--- src/rtl/bk_port_pkg.sv ---
// rtl/bk_port_pkg.sv - shared constants and types for the BK-0011M 177714 mouse port
//
// Purpose: bit positions of the 177714 read word, the enable bit of the
//          write word, and the port ownership type (joystick or mouse).
// Ports:   none (package).
package bk_port_pkg;

  localparam int DIR_UP     = 0;
  localparam int DIR_RIGHT  = 1;
  localparam int DIR_DOWN   = 2;
  localparam int DIR_LEFT   = 3;
  localparam int BTN_LEFT   = 5;
  localparam int BTN_RIGHT  = 6;
  localparam int ENABLE_BIT = 3;

  typedef enum logic {
    JOY   = 1'b0,
    MOUSE = 1'b1
  } port_mode_t;

endpackage

--- src/rtl/mouse_axis.sv ---
// rtl/mouse_axis.sv - one saturating motion accumulator with its pos/neg direction pair
//
// Purpose: accumulates signed 9-bit deltas into an ACC_W-bit saturating
//          accumulator and raises one direction bit once the magnitude
//          exceeds THRESH, paying THRESH+1 back out of the accumulator.
// Config:  MOUSE_ACCEL_EN - when defined, deltas of magnitude >= 16 are doubled.
// Ports:   clk_i, rst_ni    clock, asynchronous active-low reset
//          clear_i          clears accumulator and both direction bits
//          add_en_i         add delta_i this cycle
//          delta_i [8:0]    two's-complement motion delta
//          consume_i        CPU read: drop the direction bits
//          pos_o, neg_o     direction bits (at most one set)
module mouse_axis #(
  parameter int THRESH = 3,
  parameter int ACC_W  = 8
) (
  input  logic       clk_i,
  input  logic       rst_ni,
  input  logic       clear_i,
  input  logic       add_en_i,
  input  logic [8:0] delta_i,
  input  logic       consume_i,
  output logic       pos_o,
  output logic       neg_o
);

  // Wide enough to hold accumulator plus a doubled 9-bit delta without wrap.
  localparam int SW = ((ACC_W > 9) ? ACC_W : 9) + 3;
  localparam logic signed [SW-1:0] MAXV  = SW'((1 << (ACC_W - 1)) - 1);
  localparam logic signed [SW-1:0] MINV  = -MAXV - SW'(1);
  localparam logic signed [SW-1:0] THR   = SW'(THRESH);
  localparam logic signed [SW-1:0] NTHR  = -THR;
  localparam logic signed [SW-1:0] STEP  = SW'(THRESH + 1);
  localparam logic signed [SW-1:0] BIG   = SW'(15);
  localparam logic signed [SW-1:0] NBIG  = -BIG;

  logic signed [ACC_W-1:0] acc_q, acc_d;
  logic                    pos_q, pos_d;
  logic                    neg_q, neg_d;

  logic signed [SW-1:0] delta_ext, scaled, acc_ext, base, sum;
  logic                 set_pos, set_neg;

  always_comb begin
    delta_ext = {{(SW-9){delta_i[8]}}, delta_i};
`ifdef MOUSE_ACCEL_EN
    scaled = ((delta_ext > BIG) || (delta_ext < NBIG)) ? (delta_ext <<< 1) : delta_ext;
`else
    scaled = delta_ext;
`endif
    acc_ext = {{(SW-ACC_W){acc_q[ACC_W-1]}}, acc_q};

    // A new bit is only raised while neither bit of this axis is held.
    set_pos = !pos_q && !neg_q && (acc_ext > THR);
    set_neg = !pos_q && !neg_q && (acc_ext < NTHR);

    base = acc_ext;
    if (set_pos) begin
      base = acc_ext - STEP;
    end else if (set_neg) begin
      base = acc_ext + STEP;
    end
    sum = add_en_i ? (base + scaled) : base;

    if (sum > MAXV) begin
      acc_d = MAXV[ACC_W-1:0];
    end else if (sum < MINV) begin
      acc_d = MINV[ACC_W-1:0];
    end else begin
      acc_d = sum[ACC_W-1:0];
    end

    // A set in the same cycle as a read beats the read.
    pos_d = pos_q;
    neg_d = neg_q;
    if (set_pos) begin
      pos_d = 1'b1;
    end else if (consume_i) begin
      pos_d = 1'b0;
    end
    if (set_neg) begin
      neg_d = 1'b1;
    end else if (consume_i) begin
      neg_d = 1'b0;
    end

    if (clear_i) begin
      acc_d = '0;
      pos_d = 1'b0;
      neg_d = 1'b0;
    end
  end

  always_ff @(posedge clk_i or negedge rst_ni) begin
    if (!rst_ni) begin
      acc_q <= '0;
      pos_q <= 1'b0;
      neg_q <= 1'b0;
    end else begin
      acc_q <= acc_d;
      pos_q <= pos_d;
      neg_q <= neg_d;
    end
  end

  assign pos_o = pos_q;
  assign neg_o = neg_q;

endmodule

--- src/rtl/mouse_port.sv ---
// rtl/mouse_port.sv - PS/2 mouse packets to BK-0011M 177714 mouse protocol
//
// Purpose: accumulates X/Y motion into one-shot direction bits consumed by
//          CPU reads, registers the buttons, and muxes mouse or joystick
//          state onto the register-14 read word.
// Config:  MOUSE_ACCEL_EN - doubles large deltas inside mouse_axis.
// Ports:   wb_clk, wb_rst_n          clock, asynchronous active-low reset
//          mouse_strobe              new packet valid (one cycle)
//          pointer_dx/dy [8:0]       signed motion deltas
//          left_btn, right_btn       mouse button levels
//          joystick [7:0]            OR of joystick buttons
//          port_we, port_sel0        CPU write strobe / low-byte select
//          port_din [15:0]           CPU write data (bit 3 = mouse enable)
//          port_rd                   CPU read strobe, consumes direction bits
//          port_data [15:0]          read word to the CPU
//          mouse_mode                1 = mouse owns the port
module mouse_port
  import bk_port_pkg::*;
#(
  parameter int THRESH = 3,
  parameter int ACC_W  = 8
) (
  input  logic        wb_clk,
  input  logic        wb_rst_n,
  input  logic        mouse_strobe,
  input  logic [8:0]  pointer_dx,
  input  logic [8:0]  pointer_dy,
  input  logic        left_btn,
  input  logic        right_btn,
  input  logic [7:0]  joystick,
  input  logic        port_we,
  input  logic        port_sel0,
  input  logic [15:0] port_din,
  input  logic        port_rd,
  output logic [15:0] port_data,
  output logic        mouse_mode
);

  logic       enable_q, enable_d;
  port_mode_t mode_q, mode_d;
  logic       left_q, right_q;
  logic       wr_en, wr_clear, add_en;
  logic [3:0] dir;
  logic       unused_din;

  assign unused_din = ^{port_din[15:ENABLE_BIT+1], port_din[ENABLE_BIT-1:0]};

  assign wr_en    = port_we & port_sel0;
  assign wr_clear = wr_en & ~port_din[ENABLE_BIT];
  // A disabling write in the same cycle drops the packet.
  assign add_en   = enable_q & mouse_strobe & ~wr_clear;

  mouse_axis #(.THRESH(THRESH), .ACC_W(ACC_W)) u_axis_x (
    .clk_i     (wb_clk),
    .rst_ni    (wb_rst_n),
    .clear_i   (wr_clear),
    .add_en_i  (add_en),
    .delta_i   (pointer_dx),
    .consume_i (port_rd),
    .pos_o     (dir[DIR_RIGHT]),
    .neg_o     (dir[DIR_LEFT])
  );

  mouse_axis #(.THRESH(THRESH), .ACC_W(ACC_W)) u_axis_y (
    .clk_i     (wb_clk),
    .rst_ni    (wb_rst_n),
    .clear_i   (wr_clear),
    .add_en_i  (add_en),
    .delta_i   (pointer_dy),
    .consume_i (port_rd),
    .pos_o     (dir[DIR_UP]),
    .neg_o     (dir[DIR_DOWN])
  );

  always_comb begin
    enable_d = enable_q;
    if (wr_en) begin
      enable_d = port_din[ENABLE_BIT];
    end
    // Any joystick activity takes the port back from the mouse.
    mode_d = mode_q;
    if (joystick != 8'h00) begin
      mode_d = JOY;
    end else if (mouse_strobe) begin
      mode_d = MOUSE;
    end
  end

  always_ff @(posedge wb_clk or negedge wb_rst_n) begin
    if (!wb_rst_n) begin
      enable_q <= 1'b0;
      mode_q   <= JOY;
      left_q   <= 1'b0;
      right_q  <= 1'b0;
    end else begin
      enable_q <= enable_d;
      mode_q   <= mode_d;
      left_q   <= left_btn;
      right_q  <= right_btn;
    end
  end

  always_comb begin
    port_data = 16'h0000;
    if (mode_q == MOUSE) begin
      port_data[3:0]       = dir;
      port_data[BTN_LEFT]  = left_q;
      port_data[BTN_RIGHT] = right_q;
    end else begin
      port_data[7:0] = joystick;
    end
  end

  assign mouse_mode = (mode_q == MOUSE);

endmodule

--- config.mk ---
export PLATFORM = sky130hd
export DESIGN_NAME = mouse_port
export DESIGN_NICKNAME = d
export VERILOG_FILES = /design/src/rtl/bk_port_pkg.sv /design/src/rtl/mouse_axis.sv /design/src/rtl/mouse_port.sv
export SDC_FILE = /design/constraint.sdc
export NUM_CORES = 1
export LEC_CHECK = 0
export CAP_MARGIN = 10
export CORE_UTILIZATION = 55
export CTS_CLUSTER_SIZE = 10
export DETAILED_ROUTE_END_ITERATION = 6
export DONT_BUFFER_PORTS = 1
export PLACE_DENSITY = 0.7
export SYNTH_ARGS = -nofsm -noshare
export SYNTH_HDL_FRONTEND = slang
export SYNTH_SLANG_ARGS = --single-unit
--- constraint.sdc ---
create_clock -name wb_clk -period 9.3 [get_ports wb_clk]
set_input_delay 1.86 -clock wb_clk [delete_from_list [all_inputs] [get_ports wb_clk]]
set_output_delay 1.86 -clock wb_clk [all_outputs]
set_load 0.1 [all_outputs]
==> flow_metrics.py, run 1 <==
metrics = {
    "logic_synthesis": {
        "synth_xor_area_share_pct": 4.07,
        "avgSynthCellArea_sq_um": 8.22,
        "synth_compound_area_share_pct": 28.5,
        "synthArstFlopShare_pct": 100,
        "synth_area_leaders": "dfrtp_1, ha_1, a21oi_1",
        "yosysWarnings": 0,
        "yosysUniqueCellTypes": 57,
        "synth.top_cell.area_share_pct": 23.3,
        "synth_top_family_by_area": "compound AO/OA/AOI/OAI gates",
        "syn_inst": 314,
        "synthSimpleGateAreaFrac_pct": 20.8,
        "synth_common_cells": "nand2_1, a21oi_1, ha_1",
        "ys_seq_area_share_pct": 23.3,
        "ys_ff_latch": 24,
        "yosysMostFrequentCell": "nand2_1",
        "ys.flop_type": "dfrtp_1",
        "syn_area_sq_mm": 0.00258,
        "yosys.area.top_type": "dfrtp_1",
        "synth-edff-count": 0,
        "yosys-mux-area-fraction_pct": 4.26,
        "synthAdderAreaFrac_pct": 13.7,
    },
    "clock_network": {
        "cts_setup_buffers": 0,
        "htree_levels": 1,
        "cts_root_buf": "clkbuf_8",
        "cts.clk_slew.worst_paths_ns": 0.08,
        "holdBufCountCts": 0,
        "numCtsBuffers": 3,
        "clock_sinks": 24,
        "cts_buffer_depth": 2,
        "cts.repair.resized": 0,
        "cts_tree": "built",
        "clock_latency_ns": 0.26,
    },
    "sta": {
        "grt_setup_unrepaired": "false",
        "min_period_ns": 4.54,
        "skew_ns": 0.00136,
        "worst_pin_slew_ns": 1.18,
        "post-route-period-util_pct": 48.9,
        "slew_violations": 0,
        "finalHoldViolations": 0,
        "slew_headroom_pct": 21.2,
        "fin_tns_setup_ns": 0,
        "max_freq_mhz": 220,
        "finalSetupViolations": 0,
    },
    "pwr": {
        "powerDensity_mw_per_mm2": 405,
        "power.leakage_nw": 1.10,
        "power.total_mw": 1.08,
        "worst_ir_drop_vdd_mv": 0.248,
    },
    "critical_path": {
        "endpoint_kind": "output port",
        "critPathLaunchType": "input pin",
        "crit_fanout": 2,
        "cp_num_buf_inv": 0,
        "crit_slowest_cell": "nor2b_2",
        "critPathKind": "input pin to output port",
        "cpPeakStageDelay_ns": 0.82,
        "worstPathRequired_ns": 7.44,
        "worstPathCellList": "nor2b_2",
        "critical_path.top_delay_family": "simple AND/OR/NAND/NOR gates",
        "crit_arrival_ns": 2.68,
    },
    "cells_and_area": {
        "area_delta_synth_final_pct": 3.05,
        "final_layout_size_suffix_gt1_share_pct": 9.03,
        "nets": 388,
        "fill_cells": 404,
        "diodes": 0,
    },
    "drt": {
        "drc": 14,
        "ant_nets": 0,
        "wirelength_mm": 5.50,
        "wl_per_cell_um": 15.2,
        "vias_per_cell": 6.20,
        "initialDrtViolationCount": 142,
        "via_count": 2243,
        "firstDrtPassIters": 7,
    },
    "floorplan": {
        "initial_core_util_pct": 58.1,
        "rows": 24,
        "dieArea_sq_mm": 0.00497,
        "core_area_sq_mm": 0.00444,
        "fp.dieW_um": 70.5,
        "io_pins": 67,
        "die_h_um": 70.5,
    },
    "place": {
        "routabilityCongestion": 0.853,
        "dp_hpwl_mm": 4.39,
        "portBuffers": 0,
    },
    "flow_run": {
        "cap_violations": 0,
    },
    "global_routing": {
        "grt_util_all_layers_pct": 22.8,
        "antenna_found_initial": 0,
        "grt_start_max_net_pins": 28,
        "grt-ovfl-total": 0,
        "grt_pass1_wl_mm": 9.23,
        "grt_pass1_vias": 2058,
    },
    "status": {
        "outcome": "finished, violations left",
        "violations": "design-rule violations",
    },
    "worst_hold_path": {
        "hp-class": "flip-flop to flip-flop",
    },
}
==> cell type report <==
class | instances | area (sq um) | share of cell area [%]
Sequential cell | 24 | 601 | 22.6
Tap cell | 52 | 65.1 | 2.44
Clock inverter | 1 | 30.0 | 1.13
Clock buffer | 3 | 41.3 | 1.55
Multi-Input combinational cell | 269 | 1880 | 70.5
Inverter | 13 | 48.8 | 1.83
==> kinds of logic after synthesis <==
| kind of cell | after synthesis |
|---|---|
| and+or+nand+nor | 107 |
| AOI/OAI and AO/OA | 105 |
| buffers and inverters | 28 |
| adders and majority gates | 27 |
| DFF | 24 |
| xor gates and xnor gates | 12 |
| muxes | 10 |
| other | 1 |
==> cells in the final DEF (no fill, tap or decap), types with 9 or more instances in the layout <==
cell type and instances:
or3_1 9, dfrtp_1 24, a31oi_1 11, nor2_1 23, nand2_1 26, o21ai_0 24
a21oi_1 25, ha_1 25, inv_1 13, nand3_1 13
==> through the flow <==
| stage | instance area, sq um | setup slack, ns | cells | util, % | hold WS (ns) |
|---|---|---|---|---|---|
| global placement | 2590 | 4.76 | 358 | 58.3 | 0.548 |
| CTS | 2660 | 4.76 | 362 | 59.9 | 0.569 |
| finish | 2660 | 4.76 | 362 | 59.9 | 0.573 |
| floorplan | 2610 | 4.25 | 321 | - | 0.523 |
| detailed placement | 2590 | 4.76 | 358 | 58.3 | 0.549 |
| global route | 2660 | 4.75 | 362 | 59.9 | 0.612 |
==> sequential cells by signal (all words and copies together) (netlist names) <==
signal / count
u_axis_y.neg_o: 1
u_axis_x.neg_o: 1
u_axis_y.acc_q: 8
u_axis_x.acc_q: 8
enable_q: 1
left_q: 1
u_axis_y.pos_o: 1
right_q: 1
mouse_mode: 1
u_axis_x.pos_o: 1
==> path summary, 6_finish.rpt <==
check                                       start                 to  slack, ns  cells past startpoint
worst max-delay path                  joystick[4]       port_data[4]       4.76                      1
worst min-delay path                     enable_q           enable_q       0.57                      1
worst max register to register  u_axis_y.acc_q[3]  u_axis_y.acc_q[5]       5.55                     12
worst min register to register           enable_q           enable_q       0.57                      1
max in group asynchronous                wb_rst_n  u_axis_y.acc_q[6]       7.94                      0
min in group asynchronous                wb_rst_n  u_axis_x.acc_q[0]       1.28                      0
==> per-layer routing <==
layer	GRT usage, %	share of wire [%]	up-vias	wire, um
li1	-	-	1152	-
met1	34.1	53	1033	2900
met2	36.1	43	56	2350
met3	2.60	4.1	2	224
met4	3.40	0.51	0	28
met5	0	0	-	0
==> where the power goes <==
part	switching, mW	leakage (nW)	internal [mW]
sequential	0.0663	0.295	0.148
clock	0.0314	0.0357	0.0574
combinational	0.463	0.774	0.312
total	0.561	1.10	0.517
No activity file was read; power rests on OpenSTA's default activity.
==> inputs of run 2 (changes only) <==
--- a/config.mk
+++ b/config.mk
@@ -5,12 +5,13 @@
 export SDC_FILE = /design/constraint.sdc
 export NUM_CORES = 1
 export LEC_CHECK = 0
+export ABC_AREA = 1
 export CAP_MARGIN = 10
 export CORE_UTILIZATION = 55
 export CTS_CLUSTER_SIZE = 10
 export DETAILED_ROUTE_END_ITERATION = 6
 export DONT_BUFFER_PORTS = 1
-export PLACE_DENSITY = 0.7
+export PLACE_DENSITY = 0.73
 export SYNTH_ARGS = -nofsm -noshare
 export SYNTH_HDL_FRONTEND = slang
 export SYNTH_SLANG_ARGS = --single-unit
==> constraint.sdc (replaced) <==
create_clock -name wb_clk -period 4.1 [get_ports wb_clk]
set_input_delay 0.82 -clock wb_clk [delete_from_list [all_inputs] [get_ports wb_clk]]
set_output_delay 0.82 -clock wb_clk [all_outputs]
set_load 0.1 [all_outputs]
==> run 2 against run 1 <==
Synthesized area up 8.7%. Clock-buffer cell count unchanged. Sequential share of layout area down 2.4 points. Critical endpoint is now u_axis_x.acc_q[6]. Cell count up 38%. Sequential power up 130%. Core utilization up 1.9 points. The flow now finishes without violations. Die area up 8.4%.
==> flow_metrics.py, run 2 <==
metrics = {
    "clock_network": {
        "cts_root_buf": "clkbuf_8",
        "holdBufCountCts": 0,
        "numCtsBuffers": 3,
        "cts_buffer_depth": 2,
        "htree_levels": 1,
        "cts_tree": "built",
        "clock_latency_ns": 0.27,
        "clock_sinks": 24,
        "cts.repair.resized": 0,
        "cts_setup_buffers": 0,
        "cts.clk_slew.worst_paths_ns": 0.09,
    },
    "logic_synthesis": {
        "yosysMostFrequentCell": "nand2_1",
        "ys_seq_area_share_pct": 21.4,
        "synth-edff-count": 0,
        "yosysUniqueCellTypes": 43,
        "synth.top_cell.area_share_pct": 21.4,
        "yosysWarnings": 0,
        "synth_common_cells": "nand2_1, inv_1, nand3_1",
        "yosys.area.top_type": "dfrtp_1",
        "avgSynthCellArea_sq_um": 6.59,
        "ys.flop_type": "dfrtp_1",
        "ys_ff_latch": 24,
        "synth_area_leaders": "dfrtp_1, nand2_1, ha_1",
        "syn_inst": 426,
        "syn_area_sq_mm": 0.00281,
        "synthArstFlopShare_pct": 100,
    },
    "critical_path": {
        "crit_arrival_ns": 3.53,
        "reg2reg_setup_slack_ns": 0.77,
        "cpPeakStageDelay_ns": 0.43,
        "critical_path.top_delay_family": "simple AND/OR/NAND/NOR gates",
        "rr_worst_depth": 21,
        "cp_common_cell": "nand2_1",
        "r2r-end": "u_axis_x.acc_q[6]",
        "worstPathCellList": "inv_1 -> ha_1 -> nand3_1 -> nand2_1 -> nand2_1 -> nand2_1 -> o21ai_1 -> or2_2 -> and2_1 -> ha_1 -> nand2_1 -> nand2_1 -> a21oi_1 -> nand2_1 -> nand2_1 -> nand2_1 -> nand2_1 -> nand2_1 -> o21ai_2 -> nand3_1 -> nand2_1",
        "worstPathRequired_ns": 4.30,
        "critPathKind": "flip-flop to flip-flop",
        "cp_num_buf_inv": 1,
        "r2r-start": "u_axis_x.acc_q[2]",
        "critPathLaunchType": "flip-flop",
        "crit_fanout": 7,
        "crit_slowest_cell": "dfrtp_1",
        "endpoint_kind": "flip-flop",
    },
    "global_routing": {
        "grt_pass1_wl_mm": 10.4,
        "grt_util_all_layers_pct": 24.4,
        "grt_start_max_net_pins": 26,
        "antenna_found_initial": 0,
        "grt-ovfl-total": 0,
        "grt_pass1_vias": 2441,
    },
    "sta": {
        "hold_slack_ns": 0.235,
        "worst_slack_ns": 0.773,
        "max_freq_mhz": 301,
        "worst_pin_slew_ns": 0.573,
        "min_period_ns": 3.33,
        "grt_setup_unrepaired": "false",
        "fin_tns_setup_ns": 0,
        "skew_ns": 0.00694,
        "slew_headroom_pct": 61.8,
        "finalHoldViolations": 0,
        "finalSetupViolations": 0,
        "post-route-period-util_pct": 81.2,
        "slew_violations": 0,
    },
    "cells_and_area": {
        "fin_area_sq_mm": 0.00297,
        "area_delta_synth_final_pct": 5.97,
        "fin_cells": 498,
        "layout.cells.most_common_list": "nand2_1, inv_1, nand3_1",
        "fin_util_pct": 61.7,
        "final_layout_size_suffix_gt1_share_pct": 12.1,
        "mostFrequentLayoutCell": "nand2_1",
        "top_regs": "u_axis_x.acc_q: 8 flops, u_axis_y.acc_q: 8 flops",
        "nets": 509,
        "diodes": 0,
    },
    "drt": {
        "ant_nets": 0,
        "wirelength_mm": 5.99,
        "initialDrtViolationCount": 120,
        "vias_per_cell": 5.22,
        "wl_per_cell_um": 12.0,
        "firstDrtPassIters": 4,
        "drc": 0,
        "via_count": 2602,
    },
    "pwr": {
        "power.leakage_nw": 1.58,
        "worst_ir_drop_vdd_mv": 0.585,
        "powerDensity_mw_per_mm2": 872,
        "power.total_mw": 2.59,
    },
    "flow_run": {
        "cap_violations": 0,
    },
    "status": {
        "outcome": "completed",
    },
    "place": {
        "post-place-ws_ns": 0.816,
        "portBuffers": 0,
        "routabilityCongestion": 0.874,
        "dp_hpwl_mm": 4.90,
        "dp.cells": 494,
        "place_area_sq_mm": 0.00290,
    },
    "floorplan": {
        "initial_core_util_pct": 58.3,
        "core_area_sq_mm": 0.00482,
        "io_pins": 67,
        "die_h_um": 73.4,
        "fp.dieW_um": 73.4,
        "dieArea_sq_mm": 0.00539,
        "rows": 25,
    },
    "worst_hold_path": {
        "hp-class": "input pin to async pin",
    },
}
-- run 2: cell types whose count changed in the layout (fill, tap and decap cells not counted), sizes merged, moves of 5 or more --
cell and delta:
inv +37, a21oi +7, nand2b -6, nor2b -5, nand2 +116, buf +9, or3 -9, a31oi -10
nand3 +31, a211oi -6, xnor2 -6, o211ai -9, mux2 -8
-- run 2: worst reg2reg max path, stage by stage (launching register included) --
cell,delay (ns)
dfrtp_1,0.43
inv_1,0.16
ha_1,0.17
nand3_1,0.08
nand2_1,0.06
nand2_1,0.08
nand2_1,0.21
o21ai_1,0.12
or2_2,0.29
and2_1,0.15
ha_1,0.34
nand2_1,0.09
nand2_1,0.06
a21oi_1,0.19
nand2_1,0.08
nand2_1,0.07
nand2_1,0.05
nand2_1,0.05
nand2_1,0.09
o21ai_2,0.28
nand3_1,0.13
nand2_1,0.10
-- run 2: logic make-up after synthesis --
group                      Yosys count  share of synthesized area (%)
xor gates and xnor gates            10                           3.12
and+or+nand+nor                    231                           37.9
adders and majority gates           27                           12.6
AOI/OAI and AO/OA                   67                           14.2
buffers and inverters               66                           10.7
other                                1                          0.134
DFF                                 24                           21.4
-- run 2: routing by layer --
layer,up-vias,global-route usage (%),part of all wire [%]
met5,-,0,0
met4,0,4.27,0.62
met3,4,3.29,2.6
li1,1377,-,-
met1,1184,29.8,44
met2,37,46.1,53
-- run 2: power breakdown --
part | switching [mW] | internal [mW] | total, mW
registers | 0.145 | 0.340 | 0.485
clock network | 0.0779 | 0.131 | 0.208
logic | 1.19 | 0.712 | 1.90
-- run 2: how the worst max path moves through the flow --
stage	to	cells past startpoint	slack (ns)	startpoint
floorplan	port_data[2]	2	0.06	mouse_mode
detailed placement	u_axis_x.acc_q[6]	21	0.82	u_axis_x.acc_q[2]
CTS	u_axis_x.acc_q[6]	21	0.78	u_axis_x.acc_q[2]
finish	u_axis_x.acc_q[6]	21	0.77	u_axis_x.acc_q[2]
global route	u_axis_x.acc_q[3]	21	0.42	u_axis_x.acc_q[2]
global placement	u_axis_x.acc_q[6]	21	0.90	u_axis_x.acc_q[2]
-- run 2: cell type report --
class	instances	area [sq um]
clock inverter	1	30.0
tap	67	83.8
inverter	51	191
fill	489	1840
multi-input combinational	343	1960
clock buffer	3	41.3
sequential	24	601
timing repair buffer	9	67.6
==> inputs of run 3 (changes only) <==
==> constraint.sdc (replaced) <==
create_clock -name wb_clk -period 2.7 [get_ports wb_clk]
set_input_delay 0.54 -clock wb_clk [delete_from_list [all_inputs] [get_ports wb_clk]]
set_output_delay 0.54 -clock wb_clk [all_outputs]
set_load 0.1 [all_outputs]
==> run 3 against run 2 <==
The run now ends with negative setup slack left. Final area is 41% higher. Maximum frequency is 7.0% higher. Wire length is 64% higher. Clock-buffer cell count is 1 higher. Global-route usage is 6.9 points higher. Cell count is 19% higher. Register-to-register slack worse by 1.2 ns. Combinational power grew to 3.0 times the previous value. Flip-flop and latch count stayed put. Clock skew hardly changed. Sequential power is 45% higher. Critical endpoint unchanged.
==> flow_metrics.py, run 3 (synthesized netlist as in run 2, its figures left out) <==
metrics = {
    "floorplan": {
        "initial_core_util_pct": 58.3,
        "rows": 25,
        "io_pins": 67,
        "fp.dieW_um": 73.4,
        "core_area_sq_mm": 0.00482,
        "dieArea_sq_mm": 0.00539,
        "die_h_um": 73.4,
    },
    "cells_and_area": {
        "mostFrequentLayoutCell": "nand2_1",
        "nets": 606,
        "fill_cells": 240,
        "fin_cells": 595,
        "area_delta_synth_final_pct": 49.6,
        "final_layout_size_suffix_gt1_share_pct": 44.9,
        "diodes": 0,
        "top_regs": "u_axis_x.acc_q: 8 flops, u_axis_y.acc_q: 8 flops",
        "layout.cells.most_common_list": "nand2_1, buf_4, inv_1",
    },
    "drt": {
        "wirelength_mm": 9.80,
        "ant_nets": 0,
        "via_count": 3409,
        "initialDrtViolationCount": 297,
        "wl_per_cell_um": 16.5,
        "vias_per_cell": 5.73,
        "firstDrtPassIters": 6,
        "drc": 0,
    },
    "clock_network": {
        "htree_levels": 1,
        "clock_latency_ns": 0.28,
        "cts_tree": "built",
        "clock_sinks": 24,
        "numCtsBuffers": 3,
        "cts.clk_slew.worst_paths_ns": 0.10,
        "cts_buffer_depth": 2,
        "cts_root_buf": "clkbuf_8",
    },
    "place": {
        "dp_hpwl_mm": 5.37,
        "dp.cells": 562,
        "routabilityCongestion": 0.900,
        "portBuffers": 0,
    },
    "critical_path": {
        "critPathLaunchType": "flip-flop",
        "reg2reg_setup_slack_ns": -0.41,
        "worstPathRequired_ns": 2.92,
        "endpoint_kind": "flip-flop",
        "cpPeakStageDelay_ns": 0.44,
        "cp_common_cell": "nand3_1",
        "crit_fanout": 7,
        "cp_num_buf_inv": 3,
        "crit_slowest_cell": "dfrtp_1",
        "critical_path.top_delay_family": "simple AND/OR/NAND/NOR gates",
        "critPathKind": "flip-flop to flip-flop",
        "worstPathCellList": "inv_2 -> ha_4 -> nand3_4 -> nand2_4 -> nand2_4 -> buf_6 -> buf_4 -> nand3_1 -> nand2_1 -> ha_1 -> a21oi_1 -> a21boi_2 -> nand3_1 -> nand3_2 -> nand2_2 -> o21ai_4 -> nand3_1 -> nand2_1",
        "crit_arrival_ns": 3.33,
    },
    "sta": {
        "finalHoldViolations": 0,
        "skew_ns": 0.00714,
        "finalSetupViolations": 15,
        "max_freq_mhz": 321,
        "fin_tns_setup_ns": -3.85,
        "post-route-period-util_pct": 115,
        "worst_pin_slew_ns": 1.15,
        "slew_headroom_pct": 23.4,
        "worst_slack_ns": -0.411,
        "slew_violations": 0,
        "min_period_ns": 3.11,
        "grt_setup_unrepaired": "true",
    },
    "pwr": {
        "powerDensity_mw_per_mm2": 1590,
        "power.total_mw": 6.69,
        "worst_ir_drop_vdd_mv": 1.14,
        "power.leakage_nw": 2.10,
    },
    "worst_hold_path": {
        "hp-class": "input pin to flip-flop",
    },
    "global_routing": {
        "grt_util_all_layers_pct": 31.3,
        "grt-ovfl-total": 0,
        "grt_pass1_vias": 2933,
        "grt_pass1_wl_mm": 13.0,
        "antenna_found_initial": 0,
        "grt_start_max_net_pins": 26,
    },
    "status": {
        "violations": "negative setup slack",
        "outcome": "finished, violations left",
    },
    "flow_run": {
        "cap_violations": 0,
    },
}
run 3: cell types whose count changed in the layout (fill, tap and decap cells not counted), sizes merged:
cell,delta
buf,+96
clkinv,-1
bufinv,-1
dlygate4sd3,+1
clkbuf,+1
inv,+1
run 3: final timing paths:
kind                              startpoint                 to  cells after the start
max                        u_axis_x.acc_q[3]  u_axis_x.acc_q[6]                     18
min                                 left_btn             left_q                      0
max reg2reg                u_axis_x.acc_q[3]  u_axis_x.acc_q[6]                     18
min reg2reg                         enable_q           enable_q                      2
max in group asynchronous           wb_rst_n     u_axis_y.pos_o                      1
min in group asynchronous           wb_rst_n         mouse_mode                      1
run 3: cell type report:
type | instances | area (sq um) | share of cell area, %
Sequential cell | 24 | 601 | 14.3
Timing Repair Buffer | 106 | 806 | 19.2
Inverter | 51 | 199 | 4.74
Tap cell | 67 | 83.8 | 2.00
Clock buffer | 4 | 55.1 | 1.31
Multi-Input combinational cell | 343 | 2450 | 58.5
run 3: timing repair:
| action | 4_1_cts | 5_1_grt |
|---|---|---|
| hold buffers | 1 | 0 |
| endpoints found under the setup margin | 15 | 16 |
| pin swaps | 37 | 38 |
| endpoints found under the hold margin | 24 | 0 |
| buffers inserted | 19 | 9 |
| resized for setup | 61 | 53 |
run 3: report_power, final:
group	internal [mW]	leakage [nW]	switching (mW)
clock	0.131	0.0288	0.131
sequential	0.515	0.281	0.190
combinational	2.68	1.79	3.04
run 3: per-layer routing:
layer	track usage (%)	share of wire (%)	vias to the layer above
met4	7.91	3.9	0
met5	0	0	-
met2	56.2	49	222
li1	-	-	1574
met1	39.6	40	1565
met3	4.12	7.4	48
run 3: stage by stage:
step           util [%]  hold slack, ns  cell area, sq um  worst slack (ns)
2_1_floorplan         -           0.244              2850            -0.310
3_3_place_gp       71.2           0.245              3430            -0.188
3_5_place_dp       71.2           0.245              3430            -0.285
4_1_cts            81.6           0.287              3930           -0.0519
5_1_grt            87.2           0.267              4200            -0.473
6_report           87.2           0.279              4200            -0.411
run 3: worst reg2reg max path, cell delays in order (launching register included):
cell,delay [ns]
dfrtp_1,0.44
inv_2,0.13
ha_4,0.17
nand3_4,0.09
nand2_4,0.09
nand2_4,0.07
buf_6,0.14
buf_4,0.12
nand3_1,0.13
nand2_1,0.13
ha_1,0.37
a21oi_1,0.19
a21boi_2,0.20
nand3_1,0.11
nand3_2,0.09
nand2_2,0.09
o21ai_4,0.25
nand3_1,0.16
nand2_1,0.09
